**src/rtl/cpu_io_pkg.sv**
```systemverilog
// Shared constants, pointer-width helper and FIFO status type for the cpu I/O channels.
package cpu_io_pkg;

  localparam int CPU_DATA_WIDTH = 16;
  localparam int CPU_ADDR_WIDTH = 6;

  // Status count field is sized for the largest supported depth (128 entries).
  localparam int STATUS_CNT_W = 8;

  typedef struct packed {
    logic [STATUS_CNT_W-1:0] count;
    logic                    full;
    logic                    empty;
  } fifo_status_t;

  function automatic int ptr_width(input int depth);
    return $clog2(depth);
  endfunction

endpackage

```
**src/rtl/cpu_io_fifo_if.sv**
```systemverilog
// Producer/consumer bundle of one cpu I/O FIFO; master = environment side, slave = FIFO.
interface cpu_io_fifo_if #(
  parameter int DATA_WIDTH = 16,
  parameter int DEPTH      = 4
);

  localparam int CNT_W = cpu_io_pkg::ptr_width(DEPTH) + 1;

  logic                  wr_valid;
  logic                  wr_ready;
  logic [DATA_WIDTH-1:0] wr_data;
  logic                  rd_pop;
  logic                  rd_valid;
  logic [DATA_WIDTH-1:0] rd_data;
  logic [CNT_W-1:0]      count;
  logic                  full;
  logic                  empty;
  logic                  err_clr;
  logic                  err_ovf;
  logic                  err_udf;

  modport master (
    output wr_valid, wr_data, rd_pop, err_clr,
    input  wr_ready, rd_valid, rd_data, count, full, empty, err_ovf, err_udf
  );

  modport slave (
    input  wr_valid, wr_data, rd_pop, err_clr,
    output wr_ready, rd_valid, rd_data, count, full, empty, err_ovf, err_udf
  );

endinterface

```
**src/rtl/cpu_io_fifo_ptr.sv**
```systemverilog
// Extended FIFO pointer: PTR_W index bits plus one wrap bit, advanced by inc.
module fifo_ptr #(
  parameter int PTR_W = 2
) (
  input  logic           clk,
  input  logic           rst_n,
  input  logic           inc,
  output logic [PTR_W:0] ptr
);

  logic [PTR_W:0] ptr_r;

  // Pointer register; wraps naturally modulo 2*DEPTH.
  always_ff @(posedge clk or negedge rst_n) begin
    if (!rst_n) begin
      ptr_r <= {(PTR_W+1){1'b0}};
    end else if (inc) begin
      ptr_r <= ptr_r + {{PTR_W{1'b0}}, 1'b1};
    end else begin
      ptr_r <= ptr_r;
    end
  end

  assign ptr = ptr_r;

endmodule

```
**src/rtl/cpu_io_fifo.sv**
```systemverilog
// First-word-fall-through cpu I/O FIFO with valid/ready push and pop-strobe read.
// Sticky overflow/underflow flags are built only when CPU_IO_FIFO_ERR_EN is defined.
module cpu_io_fifo
  import cpu_io_pkg::*;
#(
  parameter int DATA_WIDTH = CPU_DATA_WIDTH,
  parameter int DEPTH      = 4
) (
  input  logic         clk,
  input  logic         rst_n,
  cpu_io_fifo_if.slave bus
);

  localparam int PTR_W = ptr_width(DEPTH);

  logic [PTR_W:0]        wr_ptr_s;
  logic [PTR_W:0]        rd_ptr_s;
  logic [DATA_WIDTH-1:0] mem_r [DEPTH];
  logic                  push_s;
  logic                  pop_s;
  fifo_status_t          status_s;

  fifo_ptr #(.PTR_W(PTR_W)) u_wr_ptr (
    .clk   (clk),
    .rst_n (rst_n),
    .inc   (push_s),
    .ptr   (wr_ptr_s)
  );

  fifo_ptr #(.PTR_W(PTR_W)) u_rd_ptr (
    .clk   (clk),
    .rst_n (rst_n),
    .inc   (pop_s),
    .ptr   (rd_ptr_s)
  );

  // Status depends on pointers only, so no path runs from wr_valid/rd_pop to it.
  always_comb begin
    status_s       = '0;
    status_s.empty = (wr_ptr_s == rd_ptr_s);
    status_s.full  = (wr_ptr_s[PTR_W] != rd_ptr_s[PTR_W]) &&
                     (wr_ptr_s[PTR_W-1:0] == rd_ptr_s[PTR_W-1:0]);
    status_s.count = STATUS_CNT_W'(wr_ptr_s - rd_ptr_s);
  end

  assign push_s = bus.wr_valid & ~status_s.full;
  assign pop_s  = bus.rd_pop & ~status_s.empty;

  // Storage write; contents are deliberately left unreset.
  always_ff @(posedge clk) begin
    if (push_s) begin
      mem_r[wr_ptr_s[PTR_W-1:0]] <= bus.wr_data;
    end
  end

  assign bus.rd_data  = status_s.empty ? {DATA_WIDTH{1'b0}} : mem_r[rd_ptr_s[PTR_W-1:0]];
  assign bus.count    = status_s.count[PTR_W:0];
  assign bus.full     = status_s.full;
  assign bus.empty    = status_s.empty;
  assign bus.wr_ready = ~status_s.full;
  assign bus.rd_valid = ~status_s.empty;

`ifdef CPU_IO_FIFO_ERR_EN
  logic err_ovf_r;
  logic err_udf_r;

  // Sticky error flags; a new error in the clearing cycle keeps the flag set.
  always_ff @(posedge clk or negedge rst_n) begin
    if (!rst_n) begin
      err_ovf_r <= 1'b0;
      err_udf_r <= 1'b0;
    end else begin
      if (bus.wr_valid & status_s.full) begin
        err_ovf_r <= 1'b1;
      end else if (bus.err_clr) begin
        err_ovf_r <= 1'b0;
      end else begin
        err_ovf_r <= err_ovf_r;
      end
      if (bus.rd_pop & status_s.empty) begin
        err_udf_r <= 1'b1;
      end else if (bus.err_clr) begin
        err_udf_r <= 1'b0;
      end else begin
        err_udf_r <= err_udf_r;
      end
    end
  end

  assign bus.err_ovf = err_ovf_r;
  assign bus.err_udf = err_udf_r;
`else
  logic unused_err_clr_s;
  assign unused_err_clr_s = bus.err_clr;
  assign bus.err_ovf      = 1'b0;
  assign bus.err_udf      = 1'b0;
`endif

endmodule

```
**src/flat_wrapper.sv**
```systemverilog
// flat-port wrapper written by rule: the top's interface ports become plain ports
module cpu_io_fifo_flat import cpu_io_pkg::*;
#(
  parameter int DATA_WIDTH = CPU_DATA_WIDTH,
  parameter int DEPTH      = 4
)
  (clk, rst_n, bus_wr_valid, bus_wr_data, bus_rd_pop, bus_err_clr, bus_wr_ready, bus_rd_valid, bus_rd_data, bus_count, bus_full, bus_empty, bus_err_ovf, bus_err_udf);
  cpu_io_fifo_if #(.DATA_WIDTH(DATA_WIDTH), .DEPTH(DEPTH)) bus_i ();
  input  logic clk;
  input  logic rst_n;
  input wire logic [$bits(bus_i.wr_valid)-1:0] bus_wr_valid;
  input wire logic [$bits(bus_i.wr_data)-1:0] bus_wr_data;
  input wire logic [$bits(bus_i.rd_pop)-1:0] bus_rd_pop;
  input wire logic [$bits(bus_i.err_clr)-1:0] bus_err_clr;
  output wire logic [$bits(bus_i.wr_ready)-1:0] bus_wr_ready;
  output wire logic [$bits(bus_i.rd_valid)-1:0] bus_rd_valid;
  output wire logic [$bits(bus_i.rd_data)-1:0] bus_rd_data;
  output wire logic [$bits(bus_i.count)-1:0] bus_count;
  output wire logic [$bits(bus_i.full)-1:0] bus_full;
  output wire logic [$bits(bus_i.empty)-1:0] bus_empty;
  output wire logic [$bits(bus_i.err_ovf)-1:0] bus_err_ovf;
  output wire logic [$bits(bus_i.err_udf)-1:0] bus_err_udf;
  assign bus_i.wr_valid = bus_wr_valid;
  assign bus_i.wr_data = bus_wr_data;
  assign bus_i.rd_pop = bus_rd_pop;
  assign bus_i.err_clr = bus_err_clr;
  assign bus_wr_ready = bus_i.wr_ready;
  assign bus_rd_valid = bus_i.rd_valid;
  assign bus_rd_data = bus_i.rd_data;
  assign bus_count = bus_i.count;
  assign bus_full = bus_i.full;
  assign bus_empty = bus_i.empty;
  assign bus_err_ovf = bus_i.err_ovf;
  assign bus_err_udf = bus_i.err_udf;
  cpu_io_fifo #(.DATA_WIDTH(DATA_WIDTH), .DEPTH(DEPTH)) u_core (.clk(clk), .rst_n(rst_n), .bus(bus_i));
endmodule
```
**config.mk**
```make
export PLATFORM = sky130hd
export DESIGN_NAME = cpu_io_fifo_flat
export DESIGN_NICKNAME = d
export VERILOG_FILES = /design/src/rtl/cpu_io_pkg.sv /design/src/rtl/cpu_io_fifo_if.sv /design/src/rtl/cpu_io_fifo_ptr.sv /design/src/rtl/cpu_io_fifo.sv /design/src/flat_wrapper.sv
export SDC_FILE = /design/constraint.sdc
export NUM_CORES = 1
export LEC_CHECK = 0
export ABC_AREA = 1
export CORE_MARGIN = 2
export CORE_UTILIZATION = 40
export CTS_CLUSTER_DIAMETER = 150
export DETAILED_ROUTE_END_ITERATION = 10
export HOLD_SLACK_MARGIN = 0.06
export PLACE_DENSITY = 0.71
export SLEW_MARGIN = 20
export SYNTH_ARGS = -nofsm -noshare
export SYNTH_HDL_FRONTEND = slang
export SYNTH_SLANG_ARGS = --single-unit
```
**constraint.sdc**
```tcl
create_clock -name clk -period 3 [get_ports clk]
set_input_delay 0.6 -clock clk [delete_from_list [all_inputs] [get_ports clk]]
set_output_delay 0.6 -clock clk [all_outputs]
set_load 0.005 [all_outputs]
```
**After elaboration in Yosys (flattened, before gate mapping)**

Memory sizes are Yosys's and may differ from the RTL's.
Index checks and enable logic that the tools add are counted.

- $add $sub $neg: 3
- $mul: 0
- Divide/modulo/power cells: 0
- Order comparisons: 0
- Eq/ne operators: 3
- Shifts and indexed selects: 0
- Mux-type cells: 3
- Bitwise gates (word level): 4
- Reductions and logical operators: 1

Operator list:

| operator | number |
|---|---|
| $mux W16 | 1 |
| $add A3 B1 Y3 const B | 2 |
| $eq A3 B3 Y1 | 1 |
| $sub A3 B3 Y3 | 1 |
| $and A1 B1 Y1 | 2 |
| $eq A2 B2 Y1 | 1 |
| $mux W1 | 2 |
| $not A1 Y1 | 2 |
| $logic_and A1 B1 Y1 | 1 |
| $ne A1 B1 Y1 | 1 |

- Register bits: 6
- Latch bits: 0
- RAM bits: 64
- Memory bits (read-only): 0
- Input port bits: 21
- Output and inout bits: 25
- Logic and storage cells: 17
- Memories kept: 1

Memories:

| memory | words | bits a word | read ports | clocked after memory_dff | write ports | line | source |
|---|---|---|---|---|---|---|---|
| u_core.mem_r | 4 | 16 | 1 | 0 | 1 | cpu_io_fifo.sv:18 | `logic [DATA_WIDTH-1:0] mem_r [DEPTH];` |

**Longest topological paths before layout**

Gate-level depths: netlist of run 1.

- Depth in word-level cells: 6
- Gate-level depth with buffers: 10
- Mapped depth without buffers: 8

**By module**

A second synthesis of run 1 with hierarchy kept.

- Cell total of the unflattened synthesis: 315
- Area, all modules: 3208.1 sq um

Modules (own cells, without submodules):

| module | instances | cells an instance | area an instance (sq um) | sequential area each (sq um) |
|---|---|---|---|---|
| cpu_io_fifo | 1 | 287 | 2942.8 | 1921.8 |
| fifo_ptr | 2 | 14 | 132.6 | 75.1 |

**Worst setup path before layout of run 1**

OpenSTA, ideal clock, no wires.

- Path kind: register to register
- From: register u_core.u_rd_ptr.ptr_r[1] (netlist: u_core.u_rd_ptr.ptr[1])
- To: memory u_core.mem_r[0][0] (enable)
- Library setup time: 389 ps
- Data arrival time: 2187 ps
- Data required time: 2611 ps
- Setup slack: 424 ps
- Cell stages (with the launch flop): 10
- Path buffers: 2
- Period minus slack after synthesis: 2576 ps
- Cells stage by stage: dfrtp_1 buf_4 clkinv_1 buf_4 ha_1 nand2_1 inv_1 nand3_2 nand2_2 nor2_1

- Word-level cells in the longest chain between the ends: 6

RTL lines:

| item | line | source |
|---|---|---|
| start, declared | cpu_io_fifo_ptr.sv:11 | `logic [PTR_W:0] ptr_r;` |
| start signal, assigned | cpu_io_fifo_ptr.sv:16 | `ptr_r <= {(PTR_W+1){1'b0}};` |
| start signal, assigned | cpu_io_fifo_ptr.sv:18 | `ptr_r <= ptr_r + {{PTR_W{1'b0}}, 1'b1};` |
| start signal, assigned | cpu_io_fifo_ptr.sv:20 | `ptr_r <= ptr_r;` |
| $eq A2 B2 Y1 | cpu_io_fifo.sv:42 | `(wr_ptr_s[PTR_W-1:0] == rd_ptr_s[PTR_W-1:0]);` |
| $logic_and A1 B1 Y1 | cpu_io_fifo.sv:41 | `status_s.full = (wr_ptr_s[PTR_W] != rd_ptr_s[PTR_W]) &&` |
| $not A1 Y1 | - |  |
| via bus_wr_ready | flat_wrapper.sv:15 | `output wire logic [$bits(bus_i.wr_ready)-1:0] bus_wr_ready;` |
| $and A1 B1 Y1 | cpu_io_fifo.sv:46 | `assign push_s = bus.wr_valid & ~status_s.full;` |
| $mux W1 | cpu_io_fifo.sv:51 | `if (push_s) begin` |
| $mux W1 (not written as such) | cpu_io_fifo.sv:52 | `mem_r[wr_ptr_s[PTR_W-1:0]] <= bus.wr_data;` |
| end, declared | cpu_io_fifo.sv:18 |  |

The timed path passes the listed nets, and every way through them passes these cells.

**Worst setup path after layout of run 1**

- From: register u_core.u_wr_ptr.ptr_r[0] (netlist: u_core.u_wr_ptr.ptr[0])
- To: output bus_rd_data[5]

- Word-level cells in the longest chain between the ends: 2

RTL lines:

| item | line | source |
|---|---|---|
| start, declared | cpu_io_fifo_ptr.sv:11 |  |
| start signal, assigned | cpu_io_fifo_ptr.sv:16 |  |
| start signal, assigned | cpu_io_fifo_ptr.sv:18 |  |
| start signal, assigned | cpu_io_fifo_ptr.sv:20 |  |
| $eq A3 B3 Y1 | cpu_io_fifo.sv:40 | `status_s.empty = (wr_ptr_s == rd_ptr_s);` |
| $mux W16 | cpu_io_fifo.sv:56 | `assign bus.rd_data = status_s.empty ? {DATA_WIDTH{1'b0}} : mem_r[rd_ptr_s[PTR_W-1:0]];` |
| end, declared | flat_wrapper.sv:17 | `output wire logic [$bits(bus_i.rd_data)-1:0] bus_rd_data;` |

No other way between the ends.

==> metrics.md, run 1 <==
| Metric | Value |
|---|---|
| Outcome | complete, no violations |
| Core Area | 7730 um2 |
| DRT iter0 DRCs | 127 |
| Power Density | 1090 nW/um2 |
| Post-route antenna net violation count | 0 |
| Min Tclk post-route | 2.83 ns |
| Area of the multi-input gates | 846 um2 |
| Max incr delay on CP | 0.53 ns |
| Tot GR Track Use | 15.3% |
| Critical path's most frequent cell | inv_1 |
| DIE HEIGHT | 93.3 um |
| Global-route wire length before repair | 9.85 mm |
| Clk buf depth | 2 |
| Post-synthesis cell area | 3190 um2 |
| Top_reg_cell synth | edfxtp_1 |
| Final WS setup | 0.168 ns |
| Vias per Instance | 4.56 |
| Worst Tran Pin Value | 0.571 ns |
| Flop2flop setup slack | 1.08 ns |
| RSZ-0062 raised after global routing | false |
| Yosys reg bits | 70 |
| Seq. cell area | 2070 um2 |
| Largest delay share family, worst path | buffers and inverters |
| Worst Setup Start Kind | flip-flop |
| Worst R2R Path Depth | 8 |
| Post-synthesis cell type count | 22 |
| Clk pin slew, worst setup/hold paths | 0.07 ns |
| Worst setup EP type | output pin |
| PortBufs | 42 |
| First-pass DRT Iterations | 6 |
| Cts repair resizes | 0 |
| Detail Placement HPWL | 3.77 mm |
| Vias in the first global route | 2085 |
| Final Cycle Share | 94.4% |
| Crit-path cells | inv_1 -> ha_1 -> nand2_1 -> inv_1 -> nand3_4 -> inv_6 -> a21oi_1 -> clkdlybuf4s50_1 |
| CTS Hold Bufs | 0 |
| CTS HTree Levels | 3 |
| I/O pin count | 46 |
| Remaining design rule violation count | 0 |
| Fmax | 353 MHz |
| Max Slew Vio Count | 0 |
| Hold/Removal Path Class | input pin to asynchronous set/reset pin |
| P_leak | 1.70 nW |
| Std-Cell Rows | 32 |
| Root Buffer | clkbuf_8 |
| Max-cap violations | 0 |
| Die Footprint | 8710 um2 |
| Post-place setup slack | 0.534 ns |
| Worst-case clock skew | 0.00586 ns |
| Setup TNS after final layout | 0 ns |
| Pin count of the biggest net entering global routing | 34 |
| GRT Residual Overflow | 0 |
| Initial antenna violation count | 0 |
| Vias post-DR | 2091 |
| Clock sink count | 70 |
| Syn-to-layout area delta | 23.7% |
| Nets | 381 |
| Endpoints failing setup | 0 |
| FFs w/ async S/R, synth | 8.57% |
| CTS Buf Count | 9 |
| FILL cells | 690 |
| DIE WIDTH | 93.3 um |
| Antenna fix cells | 0 |
| Critical path required time | 2.40 ns |
| Starting Density | 41.3% |
| Post-CTS Setup Bufs | 0 |
| Buf+Inv Stages, Crit Path | 4 |
| Synthesized instance count | 303 |
| Share of post-route cells with drive strength above 1 | 11.2% |
| Critical Path Fanout Max | 17 |
| Synth Area per Inst | 10.5 um2 |
| Rel. slew slack | 61.9% |
| Hold Slack | 0.505 ns |
| R2r startpoint | u_core.u_wr_ptr.ptr[0]$_DFFE_PN0P_ |
| Clk_lat worst skew | 0.35 ns |
| Hold Violations, Final | 0 |
| Setup Crit Path Kind | flip-flop to output pin |
| Arrival time at the worst endpoint | 2.23 ns |
| Post-Route WL | 5.98 mm |
| Crit Reg-Reg Endpoint | u_core.mem_r[1][11]$_DFFE_PP_ |
| Peak supply drop | 0.416 mV |
| Yosys warns | 0 |
| Gp weighted congestion | 0.749 |
| Slowest CP cell | clkdlybuf4s50_1 |
| Routed WL per cell | 13.0 um |
| EDFF count, synth | 64 |
| CTS tree | done |
| Sequential area share after synthesis | 64.9% |
[synth_stat cells, types with 2 or more instances]
library cell	n	share of area [%]
nand2_1	115	14
edfxtp_1	64	60
inv_1	44	5.2
nand3_1	22	3.4
a21oi_2	9	2.5
a21oi_1	7	1.1
ha_1	7	2.7
buf_4	6	1.4
dfrtp_1	6	4.7
buf_2	4	0.63
nand2_2	3	0.59
nor2_1	3	0.35
clkbuf_1	2	0.24
inv_2	2	0.24
xor2_1	2	0.55
[cell usage in the layout, fill, tap and decap left out, types with 2 or more instances in the layout]
cell type,count
buf_4,8
a21oi_2,9
nand3_1,22
nand2_2,3
xor2_1,2
nand2_1,115
edfxtp_1,64
a21oi_1,7
inv_1,44
clkdlybuf4s50_1,42
inv_2,2
clkinvlp_4,2
nor2_1,3
ha_1,7
bufinv_16,3
clkbuf_8,9
dfrtp_1,6
conb_1,2
[cell type report]
type,count,share of cell area [%]
inverter,48,4.69
clock inverter,6,2.79
clock buffer,10,3.23
sequential,70,52.5
multi-input combinational,173,21.4
timing repair buffer,50,12.2
tap,102,3.23
[cells by family after synthesis]
| logic type | after synthesis | share of synthesized area [%] |
|---|---|---|
| AND/OR/NAND/NOR | 145 | 18.8 |
| flip-flops | 70 | 64.9 |
| buffers and inverters | 61 | 8.70 |
| AO/OA/AOI/OAI | 16 | 3.57 |
| adder cells (fa/ha/maj) | 8 | 3.37 |
| XOR/XNOR | 2 | 0.549 |
| other | 1 | 0.117 |
[through the flow]
| stage | cell area, um2 | util (%) | power, mW | instances |
|---|---|---|---|---|
| final | 3950 | 51.1 | 4.30 | 459 |
| after CTS | 3950 | 51.1 | 4.36 | 459 |
| after detailed placement | 3710 | 48.0 | 3.46 | 443 |
| after global routing | 3950 | 51.1 | 4.62 | 459 |
| after floorplan | 3200 | - | 2.57 | 304 |
| after global placement | 3710 | 48.0 | 3.43 | 443 |
[where the power goes]
part           switching, mW  internal (mW)  total (mW)
registers             0.0832           1.31        1.39
clock network          0.328          0.550       0.878
logic                   1.08          0.946        2.03
total                   1.49           2.81        4.30
[state kept, by name, indices dropped and copies added (netlist names)]
name and cells:
u_core.mem_r 64, u_core.u_rd_ptr.ptr 3, u_core.u_wr_ptr.ptr 3
[how the worst max path moves through the flow]
stage                                  startpoint                           end  slack, ns  cells after the start
2_1_floorplan  u_core.u_rd_ptr.ptr[1]$_DFFE_PN0P_  u_core.mem_r[0][0]$_DFFE_PP_       0.42                      9
3_3_place_gp   u_core.u_wr_ptr.ptr[0]$_DFFE_PN0P_                bus_rd_data[4]       0.54                      8
3_5_place_dp   u_core.u_wr_ptr.ptr[0]$_DFFE_PN0P_                bus_rd_data[4]       0.53                      8
4_1_cts        u_core.u_wr_ptr.ptr[0]$_DFFE_PN0P_                bus_rd_data[4]       0.14                      8
5_1_grt        u_core.u_rd_ptr.ptr[0]$_DFFE_PN0P_                bus_rd_data[0]       0.01                      6
6_report       u_core.u_wr_ptr.ptr[0]$_DFFE_PN0P_                bus_rd_data[5]       0.17                      8
[per-layer routing]
layer  share of wire, %  up-vias  GRT usage, %
met4                2.2        0          8.09
met5                  0        -             0
li1                   -     1062             -
met1                 43      967          18.0
met2                 50       51          25.7
met3                4.4       11          4.19
Note: power is estimated with default switching activity, not from simulation.
==> run 2, diff against run 1 <==
--- a/config.mk
+++ b/config.mk
@@ -10,9 +10,11 @@
 export CORE_UTILIZATION = 40
 export CTS_CLUSTER_DIAMETER = 150
 export DETAILED_ROUTE_END_ITERATION = 10
+export GPL_TIMING_DRIVEN = 1
 export HOLD_SLACK_MARGIN = 0.06
 export PLACE_DENSITY = 0.71
-export SLEW_MARGIN = 20
+export RECOVER_POWER = 50
+export SLEW_MARGIN = 30
 export SYNTH_ARGS = -nofsm -noshare
 export SYNTH_HDL_FRONTEND = slang
 export SYNTH_SLANG_ARGS = --single-unit
==> metrics.md, run 2 (synthesis results as in run 1) <==
| Metric | Value |
|---|---|
| Setup Crit Path Kind | flip-flop to output pin (unchanged) |
| Power Density | 1090 nW/um2 (about the same) |
| Clk buf depth | 2 (unchanged) |
| Vias post-DR | 2075 (was 2091) |
| Root Buffer | clkbuf_8 (unchanged) |
| CTS Buf Count | 9 (unchanged) |
| Min Tclk post-route | 2.83 ns (about the same) |
| Final Cycle Share | 94.3% (was 94.4%) |
| Critical path required time | 2.40 ns (about the same) |
| Tot GR Track Use | 15.3% (unchanged) |
| Commonest non-fill, non-tap cell in the layout | nand2_1 (unchanged) |
| Max reg flops | 64 (unchanged) |
| Core Area | 7730 um2 (unchanged) |
| Global-route wire length before repair | 9.85 mm (unchanged) |
| Endpoints failing setup | 0 (unchanged) |
| Worst-case clock skew | 0.00725 ns (was 0.00586 ns) |
| Detail Placement HPWL | 3.77 mm (unchanged) |
| Initial antenna violation count | 0 (unchanged) |
| Syn-to-layout area delta | 23.4% (was 23.7%) |
| Starting Density | 41.3% (unchanged) |
| DIE WIDTH | 93.3 um (unchanged) |
| CTS HTree Levels | 3 (unchanged) |
| P_leak | 1.70 nW (about the same) |
| Post-Route WL | 6.00 mm (was 5.98 mm) |
| Vias in the first global route | 2085 (unchanged) |
| Worst setup EP type | output pin (unchanged) |
| Outcome | complete, no violations (unchanged) |
| Peak supply drop | 0.416 mV (about the same) |
| Arrival time at the worst endpoint | 2.23 ns (about the same) |
| Post-CTS Setup Bufs | 0 (unchanged) |
| FILL cells | 691 (was 690) |
| Clock sink count | 70 (unchanged) |
| I/O pin count | 46 (unchanged) |
| Remaining design rule violation count | 0 (unchanged) |
| Worst Setup Start Kind | flip-flop (unchanged) |
| CTS tree | done (unchanged) |
| Vias per Instance | 4.52 (was 4.56) |
| RSZ-0062 raised after global routing | false (unchanged) |
| Clk pin slew, worst setup/hold paths | 0.07 ns (about the same) |
| PortBufs | 42 (unchanged) |
| Clk_lat worst skew | 0.34 ns (was 0.35 ns) |
| Most frequent cells in the layout | nand2_1, edfxtp_1, inv_1 (unchanged) |
| GRT Residual Overflow | 0 (unchanged) |
| Antenna fix cells | 0 (unchanged) |
| Die Footprint | 8710 um2 (unchanged) |
| Worst Tran Pin Value | 1.03 ns (was 0.571 ns) |
| Setup TNS after final layout | 0 ns (unchanged) |
| Pin count of the biggest net entering global routing | 34 (unchanged) |
| Critical Path Fanout Max | 17 (unchanged) |
| Hold/Removal Path Class | flip-flop to flip-flop (was input pin to asynchronous set/reset pin) |
| Max Slew Vio Count | 0 (unchanged) |
| Cts repair resizes | 0 (unchanged) |
| Routed WL per cell | 13.1 um (was 13.0 um) |
| Post-route antenna net violation count | 0 (unchanged) |
| Hold Violations, Final | 0 (unchanged) |
| Max-cap violations | 0 (unchanged) |
| DRT iter0 DRCs | 147 (was 127) |
| DIE HEIGHT | 93.3 um (unchanged) |
| Rel. slew slack | 31.6% (was 61.9%) |
| CTS Hold Bufs | 0 (unchanged) |
| Fmax | 353 MHz (about the same) |
| Share of post-route cells with drive strength above 1 | 10.4% (was 11.2%) |
| Nets | 381 (unchanged) |
| Power, Total | 4.28 mW (was 4.30 mW) |
| First-pass DRT Iterations | 4 (was 6) |
| Std-Cell Rows | 32 (unchanged) |
| Gp weighted congestion | 0.749 (unchanged) |
-- run 2: final timing paths --
kind | start | end | slack (ns) | cells after the start
worst max-delay path | u_core.u_wr_ptr.ptr[0]$_DFFE_PN0P_ | bus_rd_data[4] | 0.17 | 8
worst min-delay path | u_core.u_wr_ptr.ptr[0]$_DFFE_PN0P_ | u_core.u_wr_ptr.ptr[0]$_DFFE_PN0P_ | 0.54 | 2
worst max register to register | u_core.u_wr_ptr.ptr[0]$_DFFE_PN0P_ | u_core.mem_r[3][15]$_DFFE_PP_ | 0.50 | 8
worst min register to register | u_core.u_wr_ptr.ptr[0]$_DFFE_PN0P_ | u_core.u_wr_ptr.ptr[0]$_DFFE_PN0P_ | 0.54 | 2
max in group asynchronous | rst_n | u_core.u_wr_ptr.ptr[0]$_DFFE_PN0P_ | 2.19 | 1
min in group asynchronous | rst_n | u_core.u_rd_ptr.ptr[2]$_DFFE_PN0P_ | 0.58 | 1
-- run 2: routing by layer --
layer / GRT usage (%) / routed length (um)
met1: 18.0 / 2600
met2: 25.7 / 3110
met3: 4.19 / 215
met4: 8.09 / 79
met5: 0 / 0
-- run 2: area by class of cell --
type                            count  area, um2  share of cell area, %
Clock buffer                       10        128                   3.24
Timing Repair Buffer               50        477                   12.1
Inverter                           48        185                   4.70
Sequential cell                    70       2070                   52.6
Multi-Input combinational cell    173        838                   21.3
Tap cell                          102        128                   3.24
Clock inverter                      6        110                   2.80
-- run 2: power by group --
| group | internal, mW | switching (mW) | total, mW |
|---|---|---|---|
| logic | 0.936 | 1.07 | 2.01 |
| registers | 1.31 | 0.0830 | 1.40 |
| clock network | 0.550 | 0.326 | 0.876 |
-- run 2: worst max-delay path: stages, from the launching register on --
cell             delay, ns
dfrtp_1               0.40
inv_1                 0.12
ha_1                  0.32
nand2_1               0.06
inv_1                 0.07
nand3_4               0.11
inv_6                 0.10
a21oi_1               0.19
clkdlybuf4s50_1       0.53
-- run 2: through the flow --
step | area [um2] | utilization (%) | hold WS, ns | cells | setup slack, ns
final | 3940 | 51.0 | 0.541 | 459 | 0.170
after global routing | 3940 | 51.0 | 0.564 | 459 | 0.0140
after CTS | 3950 | 51.1 | 0.496 | 459 | 0.142
after detailed placement | 3710 | 48.0 | 0.528 | 443 | 0.534
after global placement | 3710 | 48.0 | 0.528 | 443 | 0.542
after floorplan | 3200 | - | 0.304 | 304 | 0.424
==> run 3, diff against run 2 <==
--- a/config.mk
+++ b/config.mk
@@ -6,6 +6,7 @@
 export NUM_CORES = 1
 export LEC_CHECK = 0
 export ABC_AREA = 1
+export ABC_CLOCK_PERIOD_IN_PS = 3000
 export CORE_MARGIN = 2
 export CORE_UTILIZATION = 40
 export CTS_CLUSTER_DIAMETER = 150
@@ -14,6 +15,7 @@
 export HOLD_SLACK_MARGIN = 0.06
 export PLACE_DENSITY = 0.71
 export RECOVER_POWER = 50
+export SETUP_SLACK_MARGIN = 0.3
 export SLEW_MARGIN = 30
 export SYNTH_ARGS = -nofsm -noshare
 export SYNTH_HDL_FRONTEND = slang
==> metrics.md, run 3 (synthesis results as in run 1) <==
| Metric | Value |
|---|---|
| Max Slew Vio Count | 0 (unchanged) |
| Max incr delay on CP | 0.55 ns (was 0.53 ns) |
| Comb power frac | 47.5% (was 46.9%) |
| Hold Violations, Final | 0 (unchanged) |
| P_leak | 1.92 nW (was 1.70 nW) |
| DIE HEIGHT | 93.3 um (unchanged) |
| Remaining design rule violation count | 0 (unchanged) |
| Vias in the first global route | 2131 (was 2085) |
| Share of post-route cells with drive strength above 1 | 13.2% (was 10.4%) |
| CTS Buf Count | 9 (unchanged) |
| Post-Route WL | 6.13 mm (was 6.00 mm) |
| Fmax | 360 MHz (was 353 MHz) |
| Worst Setup Start Kind | flip-flop (unchanged) |
| Tot GR Track Use | 15.6% (was 15.3%) |
| Clk pin slew, worst setup/hold paths | 0.07 ns (about the same) |
| First-pass DRT Iterations | 4 (unchanged) |
| Setup Crit Path Kind | flip-flop to output pin (unchanged) |
| Initial antenna violation count | 0 (unchanged) |
| Crit-path cells | ha_1 -> nand2_1 -> inv_1 -> nand3_1 -> clkbuf_1 -> clkdlybuf4s50_1 (was inv_1 -> ha_1 -> nand2_1 -> inv_1 -> nand3_4 -> inv_6 -> a21oi_1 -> clkdlybuf4s50_1) |
| Clk buf depth | 2 (unchanged) |
| Critical Path Fanout Max | 5 (was 17) |
| I/O pin count | 46 (unchanged) |
| Global-route wire length before repair | 10.1 mm (was 9.85 mm) |
| Rel. slew slack | 32.0% (was 31.6%) |
| DIE WIDTH | 93.3 um (unchanged) |
| Vias post-DR | 2135 (was 2075) |
| Pin count of the biggest net entering global routing | 34 (unchanged) |
| Power Density | 1070 nW/um2 (was 1090 nW/um2) |
| Std-Cell Rows | 32 (unchanged) |
| CTS Hold Bufs | 0 (unchanged) |
| Clk_lat worst skew | 0.35 ns (was 0.34 ns) |
| Root Buffer | clkbuf_8 (unchanged) |
| Hold Slack | 0.557 ns (was 0.541 ns) |
| Post-route antenna net violation count | 0 (unchanged) |
| Sequential share of power | 32.1% (was 32.6%) |
| Antenna fix cells | 0 (unchanged) |
| Max-cap violations | 0 (unchanged) |
| Setup TNS after final layout | 0 ns (unchanged) |
| Die Footprint | 8710 um2 (unchanged) |
| Gp weighted congestion | 0.749 (unchanged) |
| Slowest CP cell | clkdlybuf4s50_1 (unchanged) |
| Critical path required time | 2.40 ns (about the same) |
| Outcome | complete, no violations (unchanged) |
| PortBufs | 42 (unchanged) |
| Max reg flops | 64 (unchanged) |
| Routed WL per cell | 13.1 um (about the same) |
| Detail Placement HPWL | 3.77 mm (unchanged) |
| Placed Area | 3710 um2 (unchanged) |
| Min Tclk post-route | 2.78 ns (was 2.83 ns) |
| Starting Density | 41.3% (unchanged) |
| Commonest non-fill, non-tap cell in the layout | nand2_1 (unchanged) |
| Most frequent cells in the layout | nand2_1, edfxtp_1, inv_1 (unchanged) |
| Clock power frac | 20.4% (was 20.5%) |
| Syn-to-layout area delta | 26.7% (was 23.4%) |
| CTS HTree Levels | 3 (unchanged) |
| Vias per Instance | 4.57 (was 4.52) |
| Net Sw Frac | 35.1% (was 34.6%) |
| Int Pwr | 2.81 mW (was 2.80 mW) |
| Nets | 389 (was 381) |
| Hold/Removal Path Class | flip-flop to flip-flop (unchanged) |
| Clock sink count | 70 (unchanged) |
| Final WS setup | 0.225 ns (was 0.170 ns) |
| Design Area, Final | 4050 um2 (was 3940 um2) |
| Net Switching | 1.52 mW (was 1.48 mW) |
| Core Area | 7730 um2 (unchanged) |
| RSZ-0062 raised after global routing | true (was false) |
| Final Cycle Share | 92.5% (was 94.3%) |
| Post-place setup slack | 0.534 ns (unchanged) |
| Worst Tran Pin Value | 1.02 ns (was 1.03 ns) |
| Arrival time at the worst endpoint | 2.18 ns (was 2.23 ns) |
| Endpoints failing setup | 0 (unchanged) |
| DRT iter0 DRCs | 153 (was 147) |
| CTS tree | done (unchanged) |
| Worst setup EP type | output pin (unchanged) |
| Worst-case clock skew | 0.00658 ns (was 0.00725 ns) |
| Peak supply drop | 0.422 mV (was 0.416 mV) |
| GRT Residual Overflow | 0 (unchanged) |
==> run 3: metrics by stage <==
| stage | utilization (%) | power (mW) | cells |
|---|---|---|---|
| after floorplan | - | 2.57 | 304 |
| after detailed placement | 48.0 | 3.46 | 443 |
| final | 52.3 | 4.32 | 467 |
| after CTS | 51.9 | 4.47 | 465 |
| after global routing | 52.3 | 4.64 | 467 |
| after global placement | 48.0 | 3.43 | 443 |
==> run 3: critical path, delay by kind of cell (launching register included) <==
kind | cells | cell delay, ns
fa+ha+maj | 1 | 0.30
simple gates | 2 | 0.28
buf+inv | 3 | 0.84
flops | 1 | 0.41
==> run 3: power groups by stage <==
stage               Combinational [mW]  Clock, mW  Sequential [mW]
floorplan                         1.17          0             1.40
global placement                  2.02          0             1.41
detailed placement                2.05          0             1.42
CTS                               2.18      0.900             1.38
global route                      2.29      0.943             1.40
finish                            2.05      0.883             1.39
==> run 3: layout make-up <==
class,count,area [um2]
timing repair buffer,58,577
sequential,70,2070
multi-input combinational,173,837
clock buffer,10,128
tap,102,128
clock inverter,6,110
fill,674,3680
inverter,48,193
==> run 3: what timing repair did <==
item	4_1_cts	5_1_grt
endpoints found under the setup margin	19	19
resized for setup	8	17
pin swaps	1	0
setup buffers	6	2
==> run 3: metal layers <==
layer  vias up  global-route usage, %  share of wire, %
met5         -                      0                 0
li1       1079                      -                 -
met1       991                   18.4                42
met3        12                   4.19               4.7
met4         0                   8.46               2.3
met2        53                   26.0                51
==> run 3: final timing paths <==
path                       cells after the start                          startpoint                            endpoint  slack (ns)
setup / recovery                               6  u_core.u_wr_ptr.ptr[1]$_DFFE_PN0P_                        bus_rd_valid        0.22
hold / removal                                 2  u_core.u_wr_ptr.ptr[2]$_DFFE_PN0P_  u_core.u_wr_ptr.ptr[2]$_DFFE_PN0P_        0.56
setup reg to reg                               7  u_core.u_wr_ptr.ptr[1]$_DFFE_PN0P_       u_core.mem_r[3][15]$_DFFE_PP_        0.65
hold reg to reg                                2  u_core.u_wr_ptr.ptr[2]$_DFFE_PN0P_  u_core.u_wr_ptr.ptr[2]$_DFFE_PN0P_        0.56
max in group asynchronous                      1                               rst_n  u_core.u_rd_ptr.ptr[0]$_DFFE_PN0P_        2.18
min in group asynchronous                      1                               rst_n  u_core.u_wr_ptr.ptr[2]$_DFFE_PN0P_        0.57
